File: src/rtl/dem_ngay_thang_nam_pkg.sv
// Shared constants and BCD helpers for the day/month/year calendar counter.
package dem_ngay_thang_nam_pkg;

    localparam logic [2:0] MODE_SET_NGAY  = 3'b011;
    localparam logic [2:0] MODE_SET_THANG = 3'b100;
    localparam logic [2:0] MODE_SET_NAM   = 3'b101;

    localparam logic [7:0]  RST_NGAY  = 8'h01;
    localparam logic [7:0]  RST_THANG = 8'h01;
    localparam logic [15:0] RST_NAM   = 16'h2000;

    localparam logic [7:0] THANG_01 = 8'h01;
    localparam logic [7:0] THANG_02 = 8'h02;
    localparam logic [7:0] THANG_04 = 8'h04;
    localparam logic [7:0] THANG_06 = 8'h06;
    localparam logic [7:0] THANG_09 = 8'h09;
    localparam logic [7:0] THANG_11 = 8'h11;
    localparam logic [7:0] THANG_12 = 8'h12;

    localparam logic [7:0] NGAY_01 = 8'h01;
    localparam logic [7:0] NGAY_28 = 8'h28;
    localparam logic [7:0] NGAY_29 = 8'h29;
    localparam logic [7:0] NGAY_30 = 8'h30;
    localparam logic [7:0] NGAY_31 = 8'h31;

    localparam logic [7:0] GIAY_MAX = 8'h59;
    localparam logic [7:0] PHUT_MAX = 8'h59;
    localparam logic [7:0] GIO_MAX  = 8'h23;

    function automatic logic [7:0] bcd2_inc(input logic [7:0] v);
        if (v[3:0] == 4'd9)
            return {v[7:4] + 4'd1, 4'd0};
        else
            return {v[7:4], v[3:0] + 4'd1};
    endfunction

    function automatic logic [7:0] bcd2_dec(input logic [7:0] v);
        if (v[3:0] == 4'd0)
            return {v[7:4] - 4'd1, 4'd9};
        else
            return {v[7:4], v[3:0] - 4'd1};
    endfunction

    function automatic logic [15:0] bcd4_inc(input logic [15:0] v);
        logic [15:0] r;
        r = v;
        if (v[3:0] != 4'd9) begin
            r[3:0] = v[3:0] + 4'd1;
        end else begin
            r[3:0] = 4'd0;
            if (v[7:4] != 4'd9) begin
                r[7:4] = v[7:4] + 4'd1;
            end else begin
                r[7:4] = 4'd0;
                if (v[11:8] != 4'd9) begin
                    r[11:8] = v[11:8] + 4'd1;
                end else begin
                    r[11:8]  = 4'd0;
                    r[15:12] = (v[15:12] == 4'd9) ? 4'd0 : v[15:12] + 4'd1;
                end
            end
        end
        return r;
    endfunction

    function automatic logic [15:0] bcd4_dec(input logic [15:0] v);
        logic [15:0] r;
        r = v;
        if (v[3:0] != 4'd0) begin
            r[3:0] = v[3:0] - 4'd1;
        end else begin
            r[3:0] = 4'd9;
            if (v[7:4] != 4'd0) begin
                r[7:4] = v[7:4] - 4'd1;
            end else begin
                r[7:4] = 4'd9;
                if (v[11:8] != 4'd0) begin
                    r[11:8] = v[11:8] - 4'd1;
                end else begin
                    r[11:8]  = 4'd9;
                    r[15:12] = (v[15:12] == 4'd0) ? 4'd9 : v[15:12] - 4'd1;
                end
            end
        end
        return r;
    endfunction

    // Two-digit BCD divisible by 4: even tens need units 0/4/8, odd tens need 2/6.
    function automatic logic bcd2_div4(input logic [7:0] v);
        if (!v[4])
            return (v[3:0] == 4'd0) || (v[3:0] == 4'd4) || (v[3:0] == 4'd8);
        else
            return (v[3:0] == 4'd2) || (v[3:0] == 4'd6);
    endfunction

endpackage

File: src/rtl/dem_ngay_thang_nam_so_ngay_toi_da.sv
// Days-in-month and leap-year flag, computed directly on BCD digits.
module so_ngay_toi_da
    import dem_ngay_thang_nam_pkg::*;
(
    input  logic [7:0]  thang,
    input  logic [15:0] nam,
    output logic [7:0]  max_day,
    output logic        nam_nhuan
);

    // Century years fall back to the century digits, giving the mod-400 rule.
    assign nam_nhuan = (nam[7:0] == 8'h00) ? bcd2_div4(nam[15:8]) : bcd2_div4(nam[7:0]);

    always_comb begin
        case (thang)
            THANG_04, THANG_06, THANG_09, THANG_11: max_day = NGAY_30;
            THANG_02:                               max_day = nam_nhuan ? NGAY_29 : NGAY_28;
            default:                                max_day = NGAY_31;
        endcase
    end

endmodule

File: src/rtl/dem_ngay_thang_nam.sv
// Calendar day/month/year counter with midnight rollover and button-driven set modes.
module dem_ngay_thang_nam
    import dem_ngay_thang_nam_pkg::*;
(
    input  logic        clk_1Hz,
    input  logic        rst_n,
    input  logic        btn_up,
    input  logic        btn_down,
    input  logic [2:0]  mode,
    input  logic [7:0]  giay,
    input  logic [7:0]  phut,
    input  logic [7:0]  gio,
    output logic [7:0]  ngay,
    output logic [7:0]  thang,
    output logic [15:0] nam,
    output logic        nam_nhuan
);

    logic [2:0]  mode_dec;
    logic        up;
    logic        down;
    logic        rollover;
    logic [7:0]  max_cur;
    logic [7:0]  max_next;
    logic        nhuan_next_unused;
    logic [7:0]  ngay_n;
    logic [7:0]  thang_n;
    logic [15:0] nam_n;
    logic [7:0]  ngay_d;

    assign mode_dec = ~mode;
    assign up       = ~btn_up;
    assign down     = ~btn_down;
    assign rollover = (gio == GIO_MAX) && (phut == PHUT_MAX) && (giay == GIAY_MAX);

    so_ngay_toi_da u_cur (
        .thang     (thang),
        .nam       (nam),
        .max_day   (max_cur),
        .nam_nhuan (nam_nhuan)
    );

    // Limit for the candidate month/year, used to clamp the day on the same edge.
    so_ngay_toi_da u_next (
        .thang     (thang_n),
        .nam       (nam_n),
        .max_day   (max_next),
        .nam_nhuan (nhuan_next_unused)
    );

    always_comb begin
        ngay_n  = ngay;
        thang_n = thang;
        nam_n   = nam;
        case (mode_dec)
            MODE_SET_NGAY: begin
                if (up)
                    ngay_n = (ngay >= max_cur) ? NGAY_01 : bcd2_inc(ngay);
                else if (down)
                    ngay_n = (ngay <= NGAY_01) ? max_cur : bcd2_dec(ngay);
            end
            MODE_SET_THANG: begin
                if (up)
                    thang_n = (thang == THANG_12) ? THANG_01 : bcd2_inc(thang);
                else if (down)
                    thang_n = (thang == THANG_01) ? THANG_12 : bcd2_dec(thang);
            end
            MODE_SET_NAM: begin
                if (up)
                    nam_n = bcd4_inc(nam);
                else if (down)
                    nam_n = bcd4_dec(nam);
            end
            default: begin
                if (rollover) begin
                    if (ngay < max_cur) begin
                        ngay_n = bcd2_inc(ngay);
                    end else begin
                        ngay_n = NGAY_01;
                        if (thang == THANG_12) begin
                            thang_n = THANG_01;
                            nam_n   = bcd4_inc(nam);
                        end else begin
                            thang_n = bcd2_inc(thang);
                        end
                    end
                end
            end
        endcase
        ngay_d = (ngay_n > max_next) ? max_next : ngay_n;
    end

    always_ff @(posedge clk_1Hz or negedge rst_n) begin
        if (!rst_n) begin
            ngay  <= RST_NGAY;
            thang <= RST_THANG;
            nam   <= RST_NAM;
        end else begin
            ngay  <= ngay_d;
            thang <= thang_n;
            nam   <= nam_n;
        end
    end

endmodule

File: config.mk
export PLATFORM = sky130hd
export DESIGN_NAME = dem_ngay_thang_nam
export DESIGN_NICKNAME = d
export VERILOG_FILES = /design/src/rtl/dem_ngay_thang_nam_pkg.sv /design/src/rtl/dem_ngay_thang_nam_so_ngay_toi_da.sv /design/src/rtl/dem_ngay_thang_nam.sv
export SDC_FILE = /design/constraint.sdc
export NUM_CORES = 1
export LEC_CHECK = 0
export ABC_AREA = 1
export CAP_MARGIN = 40
export CORE_MARGIN = 2
export CORE_UTILIZATION = 52
export DETAILED_ROUTE_END_ITERATION = 12
export PLACE_DENSITY = 0.79
export SETUP_SLACK_MARGIN = 0.02
export SKIP_CTS_REPAIR_TIMING = 1
export SLEW_MARGIN = 10
export SYNTH_ARGS = -nofsm -noshare
export SYNTH_HDL_FRONTEND = slang
export SYNTH_SLANG_ARGS = --single-unit
File: constraint.sdc
create_clock -name clk_1Hz -period 3.58 [get_ports clk_1Hz]
set_input_delay 0.537 -clock clk_1Hz [delete_from_list [all_inputs] [get_ports clk_1Hz]]
set_output_delay 0.537 -clock clk_1Hz [all_outputs]
set_load 0.005 [all_outputs]
======== After elaboration in Yosys (flattened, before gate mapping) ========
Cells that the tools add are included.
word-level totals
  register bits ........................... 32
  bits in latches ......................... 0
  RAM bits ................................ 0
  memory bits (read-only) ................. 0
  bits of input ports ..................... 31
  memories kept ........................... 0
cells by class
  $add $sub $neg .......................... 16
  $mul .................................... 0
  divide/modulo/power cells ............... 0
  order comparisons ....................... 4
  equality and inequality tests ........... 45
  shift operators ......................... 0
  muxes and demuxes ....................... 49
  bitwise logic cells ..................... 2
  reductions and logical operators ........ 34
operators with widths
  cell                                                                   number
  8-bit two-way mux                                                      19
  16-bit two-way mux                                                     5
  8-bit case mux with 2 select lines                                     4
  4-bit two-way mux                                                      10
  4-bit by 1-bit adder with 4-bit output, second input constant          8
  4-bit by 3-bit equality test with 1-bit output, second input constant  8
  8-bit by 3-bit equality test with 1-bit output, second input constant  4
  16-bit case mux with 2 select lines                                    1
  4-bit by 1-bit subtractor with 4-bit output, second input constant     8
  4-bit equality test, second input constant                             7
  4-bit zero test                                                        7
  8-bit by 5-bit equality test with 1-bit output, second input constant  3
  12-bit two-way mux                                                     2
  4-bit by 2-bit equality test with 1-bit output, second input constant  4
  8-bit by 2-bit equality test with 1-bit output, second input constant  2
  8-bit by 4-bit equality test with 1-bit output, second input constant  2
  8-bit by 7-bit equality test with 1-bit output, second input constant  2
  8-bit zero test                                                        2
  1-bit logical OR                                                       12
  3-bit != test, second input constant                                   4
  4-bit != test, second input constant                                   3
  4-bit nonzero test                                                     3
  8-bit by 1-bit equality test with 1-bit output, second input constant  1
  8-bit by 6-bit equality test with 1-bit output, second input constant  1
  other kinds (15)                                                       28

======== Logic depth before layout (Yosys ltp) ========
  depth in word-level cells ............... 20
  gate-level depth with buffers ........... 36

======== By module ========
A second synthesis with hierarchy kept.
unflattened totals
  cell total of the unflattened synthesis .. 850
  area, all modules ....................... 4952.2 um2
modules (own cells, without submodules)
  module              times used  cells each  area an instance (um2)
  dem_ngay_thang_nam  1           748         4446.8
  so_ngay_toi_da      2           51          252.7

======== Worst setup path after synthesis ========
No wires, ideal clock.
  path type ............................... reg-to-reg
  start point ............................. register nam[4]
  end point ............................... register ngay[3]
  setup time .............................. 0.117 ns
  arrival ................................. 3.823 ns
  setup slack ............................. -0.359 ns
  cell stages (with the launch flop) ...... 33
  clock period less this slack ............ 3.939 ns
  path through ............................ dfrtp_1 -> inv_1 -> ha_1 -> nand2_1 -> nor2_2 -> nand2_1 -> o21ai_0 -> a21boi_1 -> ha_1 -> nand2_1 -> nand2_1 -> nand2_1 -> nand2_2 -> nand2_4 -> inv_4 -> nor2_4 -> buf_6 -> nand2_1 -> o211ai_2 -> nand3_2 -> nor2_2 -> nand2_2 -> nor2_4 -> nand3_2 -> and2_1 -> ha_1 -> a22o_1 -> nand3_1 -> nand2_1 -> nand2_2 -> inv_2 -> nand2_1 -> nand2_1
on the way
  elaborated cells between the ends (all ways) .. 63
RTL lines
  element                                                                 line                                                                   source
  start: declaration                                                      dem_ngay_thang_nam.sv:15                                               output logic [15:0] nam,
  start signal: assignment                                                dem_ngay_thang_nam.sv:101                                              nam <= nam_n;
  8-bit zero test / 1-bit two-way mux (equally long branches)             dem_ngay_thang_nam_so_ngay_toi_da.sv:12, dem_ngay_thang_nam_pkg.sv:90
  1-bit two-way mux (*)                                                   dem_ngay_thang_nam_so_ngay_toi_da.sv:12                                assign nam_nhuan = (nam[7:0] == 8'h00) ? bcd2_div4(nam[15:8]) : bcd2_div4(nam[7:0]);
  1-bit two-way mux (*)                                                   dem_ngay_thang_nam_so_ngay_toi_da.sv:17                                THANG_02: max_day = nam_nhuan ? NGAY_29 : NGAY_28;
  8-bit case mux with 2 select lines (*)                                  dem_ngay_thang_nam_so_ngay_toi_da.sv:15                                case (thang)
  8-bit less-than comparator (*)                                          dem_ngay_thang_nam.sv:76                                               if (ngay < max_cur) begin
  8-bit two-way mux (*)                                                   dem_ngay_thang_nam.sv:76
  8-bit two-way mux (*)                                                   dem_ngay_thang_nam.sv:75                                               if (rollover) begin
  8-bit case mux with 2 select lines (*)                                  dem_ngay_thang_nam.sv:55                                               case (mode_dec)
  named net thang_n[6]                                                    dem_ngay_thang_nam.sv:27                                               logic [7:0] thang_n;
  8-bit by 3-bit equality test with 1-bit output (tied with other cells)  dem_ngay_thang_nam_so_ngay_toi_da.sv:15
  4-bit OR reduction                                                      dem_ngay_thang_nam_so_ngay_toi_da.sv:15
  8-bit case mux with 2 select lines (*)                                  dem_ngay_thang_nam_so_ngay_toi_da.sv:15
  8-bit greater-than comparator                                           dem_ngay_thang_nam.sv:90                                               ngay_d = (ngay_n > max_next) ? max_next : ngay_n;
  8-bit two-way mux (*)                                                   dem_ngay_thang_nam.sv:90
  named net ngay_d[3]                                                     dem_ngay_thang_nam.sv:29                                               logic [7:0] ngay_d;
  end signal: assignment                                                  dem_ngay_thang_nam.sv:99                                               ngay <= ngay_d;
  end: declaration                                                        dem_ngay_thang_nam.sv:13                                               output logic [7:0] ngay,
Mark *: on every way through the listed nets, which the timed path passes. The rest lies on a longest branch. The select of a mux whose other input is x is not followed.
A chain may end at the register's enable or synchronous reset.

======== Worst setup path in the final report ========
  start point ............................. register thang[0]
  end point ............................... register ngay[3]
on the way
  cells in the longest elaborated chain, start to end .. 16
  elaborated cells between the ends (all ways) .. 65
ends and longest elaborated chain
  element                                                                                   line                                     source
  start: declaration                                                                        dem_ngay_thang_nam.sv:14                 output logic [7:0] thang,
  start signal: assignment                                                                  dem_ngay_thang_nam.sv:100                thang <= thang_n;
  8-bit by 3-bit equality test with 1-bit output (tied with other cells)                    dem_ngay_thang_nam_so_ngay_toi_da.sv:15
  4-bit OR reduction                                                                        dem_ngay_thang_nam_so_ngay_toi_da.sv:15
  8-bit case mux with 2 select lines                                                        dem_ngay_thang_nam_so_ngay_toi_da.sv:15
  8-bit less-than comparator                                                                dem_ngay_thang_nam.sv:76
  16-bit two-way mux (*)                                                                    dem_ngay_thang_nam.sv:76
  16-bit two-way mux (*)                                                                    dem_ngay_thang_nam.sv:75
  16-bit case mux with 2 select lines (*)                                                   dem_ngay_thang_nam.sv:55
  named net nam_n[0]                                                                        dem_ngay_thang_nam.sv:28                 logic [15:0] nam_n;
  4-bit by 3-bit equality test with 1-bit output / 4-bit zero test (equally long branches)  dem_ngay_thang_nam_pkg.sv:91             return (v[3:0] == 4'd0) || (v[3:0] == 4'd4) || (v[3:0] == 4'd8);
  1-bit logical OR (2 in a row)                                                             dem_ngay_thang_nam_pkg.sv:91
  1-bit two-way mux                                                                         dem_ngay_thang_nam_pkg.sv:90             if (!v[4])
  1-bit two-way mux (*)                                                                     dem_ngay_thang_nam_so_ngay_toi_da.sv:12
  1-bit two-way mux (*)                                                                     dem_ngay_thang_nam_so_ngay_toi_da.sv:17
  8-bit case mux with 2 select lines (*)                                                    dem_ngay_thang_nam_so_ngay_toi_da.sv:15
  8-bit greater-than comparator (*)                                                         dem_ngay_thang_nam.sv:90
  8-bit two-way mux (*)                                                                     dem_ngay_thang_nam.sv:90
  named net ngay_d[3]                                                                       dem_ngay_thang_nam.sv:29
Marked as above.

==> qor.yml <==
synthesis:
  yosysWarnings: 0
  synthArstFlopShare: 1.000
  yosys.area_share.adder: 0.06829
  synth-seq-cells: 32
  synthDistinctLibCells: 49
  synthTopCellsByArea: "nand2_1, dfrtp_1, nand3_1, nor2_1, ha_1"
  seq_area_frac_synth: 0.1626
  syn-cell-area_sq_mm: 0.004947
  synth_top_family_by_area: "simple AND/OR/NAND/NOR gates"
  synth_xor_area_frac: 0.01416
  synth_edf_count: 0
  ys.flop_type: "dfrtp_1"
  yosysTopAreaCell: "nand2_1"
  avgSynthCellArea_sq_um: 6.004
  postSynthCellCount: 824
  synth_compound_area_frac: 0.1383
  synth.top_cell.area_share: 0.1639
  synth_simple_gate_area_frac: 0.5018
  synthMuxAreaShare: 0
sta:
  setup_viol: 6
  fmax_mhz: 253.3
  hold_violations: 0
  worst_pin_slew_ns: 0.7252
  fin_worst_skew_ns: 0.008469
  slew_headroom: 0.5114
  timing.final.ws_setup_ns: -0.3674
  timing.final.crit_period_ns: 3.947
  finalCritPeriodShare: 1.103
  slew_violations: 0
  rsz0062_at_grt: "yes"
drt:
  wire_per_inst_microns: 16.06
  first_iter_violations: 448
  via_per_inst: 5.608
  ant_nets: 0
  dr.pass1.iters: 5
  route.detailed.drc: 0
  num_vias: 6483
  totalWireLength_mm: 18.57
clock_tree:
  cts_buffers: 5
  htreeDepth: 2
  cts_tree: "yes"
  clkTransAtPathRegs_ns: 0.07
  cts_root_buffer: "clkbuf_8"
  cts.path.max_buffers: 2
  clk_latency_ns: 0.29
  cts.sinks: 32
critical_path:
  crit_type: "reg2reg"
  cp_max_fo: 6
  cp_top_family: "simple AND/OR/NAND/NOR gates"
  required_ns: 3.75
  crit_buf_inv: 5
  crit_cells: 33
  cp-start-kind: "flop"
  crit_arrival_ns: 4.12
  r2r_start: "thang[0]$_DFF_PN1_"
  rr_endpoint: "ngay[3]$_DFF_PN0_"
  timing.critical_path.mode_cell: "nand2_1"
  rrSetupSlack_ns: -0.37
  slowest_delay_ns: 0.59
  crit_path_end_kind: "flop"
  r2r_cells: 33
  slowest_stage: "dfstp_2"
  crit_end: "ngay[3]$_DFF_PN0_"
  crit_start: "thang[0]$_DFF_PN1_"
floorplanning:
  start_util: 0.5354
  core_area_sq_mm: 0.009240
  io-pin-count: 64
  die_h_microns: 101.5
  row_count: 35
  die_w_microns: 101.5
  die_area_sq_mm: 0.01031
finish:
  final_cells: 1156
  antenna_cells: 0
  final_cell_mix: "nand2_1, buf_4, nor2_1, nand3_1, inv_1"
  nNetsFinal: 1084
  final_common_cell: "nand2_1"
  drive_above_1_share: 0.2911
  area_growth_pct: 43.40
outcome:
  violations: "setup timing"
  outcome: "finished with violations"
job:
  cap_violations: 0
global_routing:
  grt_pass1_wl_mm: 28.52
  grt_start_max_net_pins: 22
  antenna_found_initial: 0
  gr-usage-all-layers: 0.3450
  first_global_vias: 6184
  overflow: 0
worst_hold_path:
  hold_path_startpoint: "nam[14]$_DFFE_PN0P_"
  hold_depth: 2
  worstHoldPathType: "reg2reg"
placement:
  pre_cts_slack_ns: -0.4677
  dpl.hpwl_mm: 13.99
  dpl.cell_count: 1130
  portBuffers: 63
  gp_congestion: 0.9945
pwr:
  totalPowerFinal_uw: 3815
  leakagePower_uw: 0.003521
  ir_worst_vdd_mv: 0.3594
  p_per_area_mw_per_mm2: 537.7
-- report_power, final --
part | leakage, uW | switching [uW] | internal [uW]
registers | 0.000393 | 97.2 | 469
clock network | 0.0000455 | 143 | 157
logic | 0.00308 | 1640 | 1310
total | 0.00352 | 1880 | 1930
-- layout make-up --
| type | instances | area [sq um] |
|---|---|---|
| multi-input cells | 662 | 3792 |
| inverters | 115 | 442.9 |
| clock buffers | 8 | 90.09 |
| well taps | 129 | 161.4 |
| flip-flops and latches | 32 | 808.3 |
| fillers | 720 | 2146 |
| repair buffers | 210 | 1799 |
-- cell families after synthesis --
group / count (synthesis)
XOR/XNOR: 8
AO/OA/AOI/OAI: 118
adder cells (fa/ha/maj): 27
other: 1
AND/OR/NAND/NOR: 505
buffers and inverters: 133
flip-flops: 32
-- per-layer routing --
layer	up-vias	track usage	part of all wire
met3	56	0.05866	0.088
met1	2984	0.4131	0.39
met4	0	0.1143	0.028
met2	339	0.6225	0.49
li1	3104	-	-
met5	-	0	0
-- Yosys cell counts (17+ instances only) --
cell,instances
nor2_1,97
ha_1,27
nand2_2,18
nand4_1,18
nand2_1,216
dfrtp_1,29
inv_2,25
a21oi_1,33
inv_1,87
nand3_1,88
o21ai_0,38
o21ai_1,17
-- state kept, by name (all words and copies together) (netlist names) --
signal and flops:
ngay 8, nam 16, thang 8
-- tightest hold or removal path, delay by kind of cell, from the launching register on --
family	cells	cell delay, ns
simple gates	2	0.14
flops	1	0.41
-- worst min-delay path by stage --
stage	end	slack, ns
2_1_floorplan	nam[0]$_DFF_PN0_	0.24
5_1_grt	nam[14]$_DFFE_PN0P_	0.62
3_3_place_gp	nam[14]$_DFFE_PN0P_	0.57
4_1_cts	nam[14]$_DFFE_PN0P_	0.59
6_report	nam[14]$_DFFE_PN0P_	0.59
3_5_place_dp	nam[14]$_DFFE_PN0P_	0.57
-- metrics by stage --
stage                     hold slack, ns  instance area (sq um)  TNS [ns]  utilization
after CTS                         0.5897                   6770    -2.692       0.7327
final                             0.5853                   7094    -1.937       0.7678
after floorplan                   0.2414                   4985   -0.4196            -
after detailed placement          0.5679                   6680    -2.494       0.7230
after global placement            0.5706                   6680    -1.808       0.7230
after global routing              0.6209                   7094    -3.265       0.7678
(Power assumes the default switching activity.)
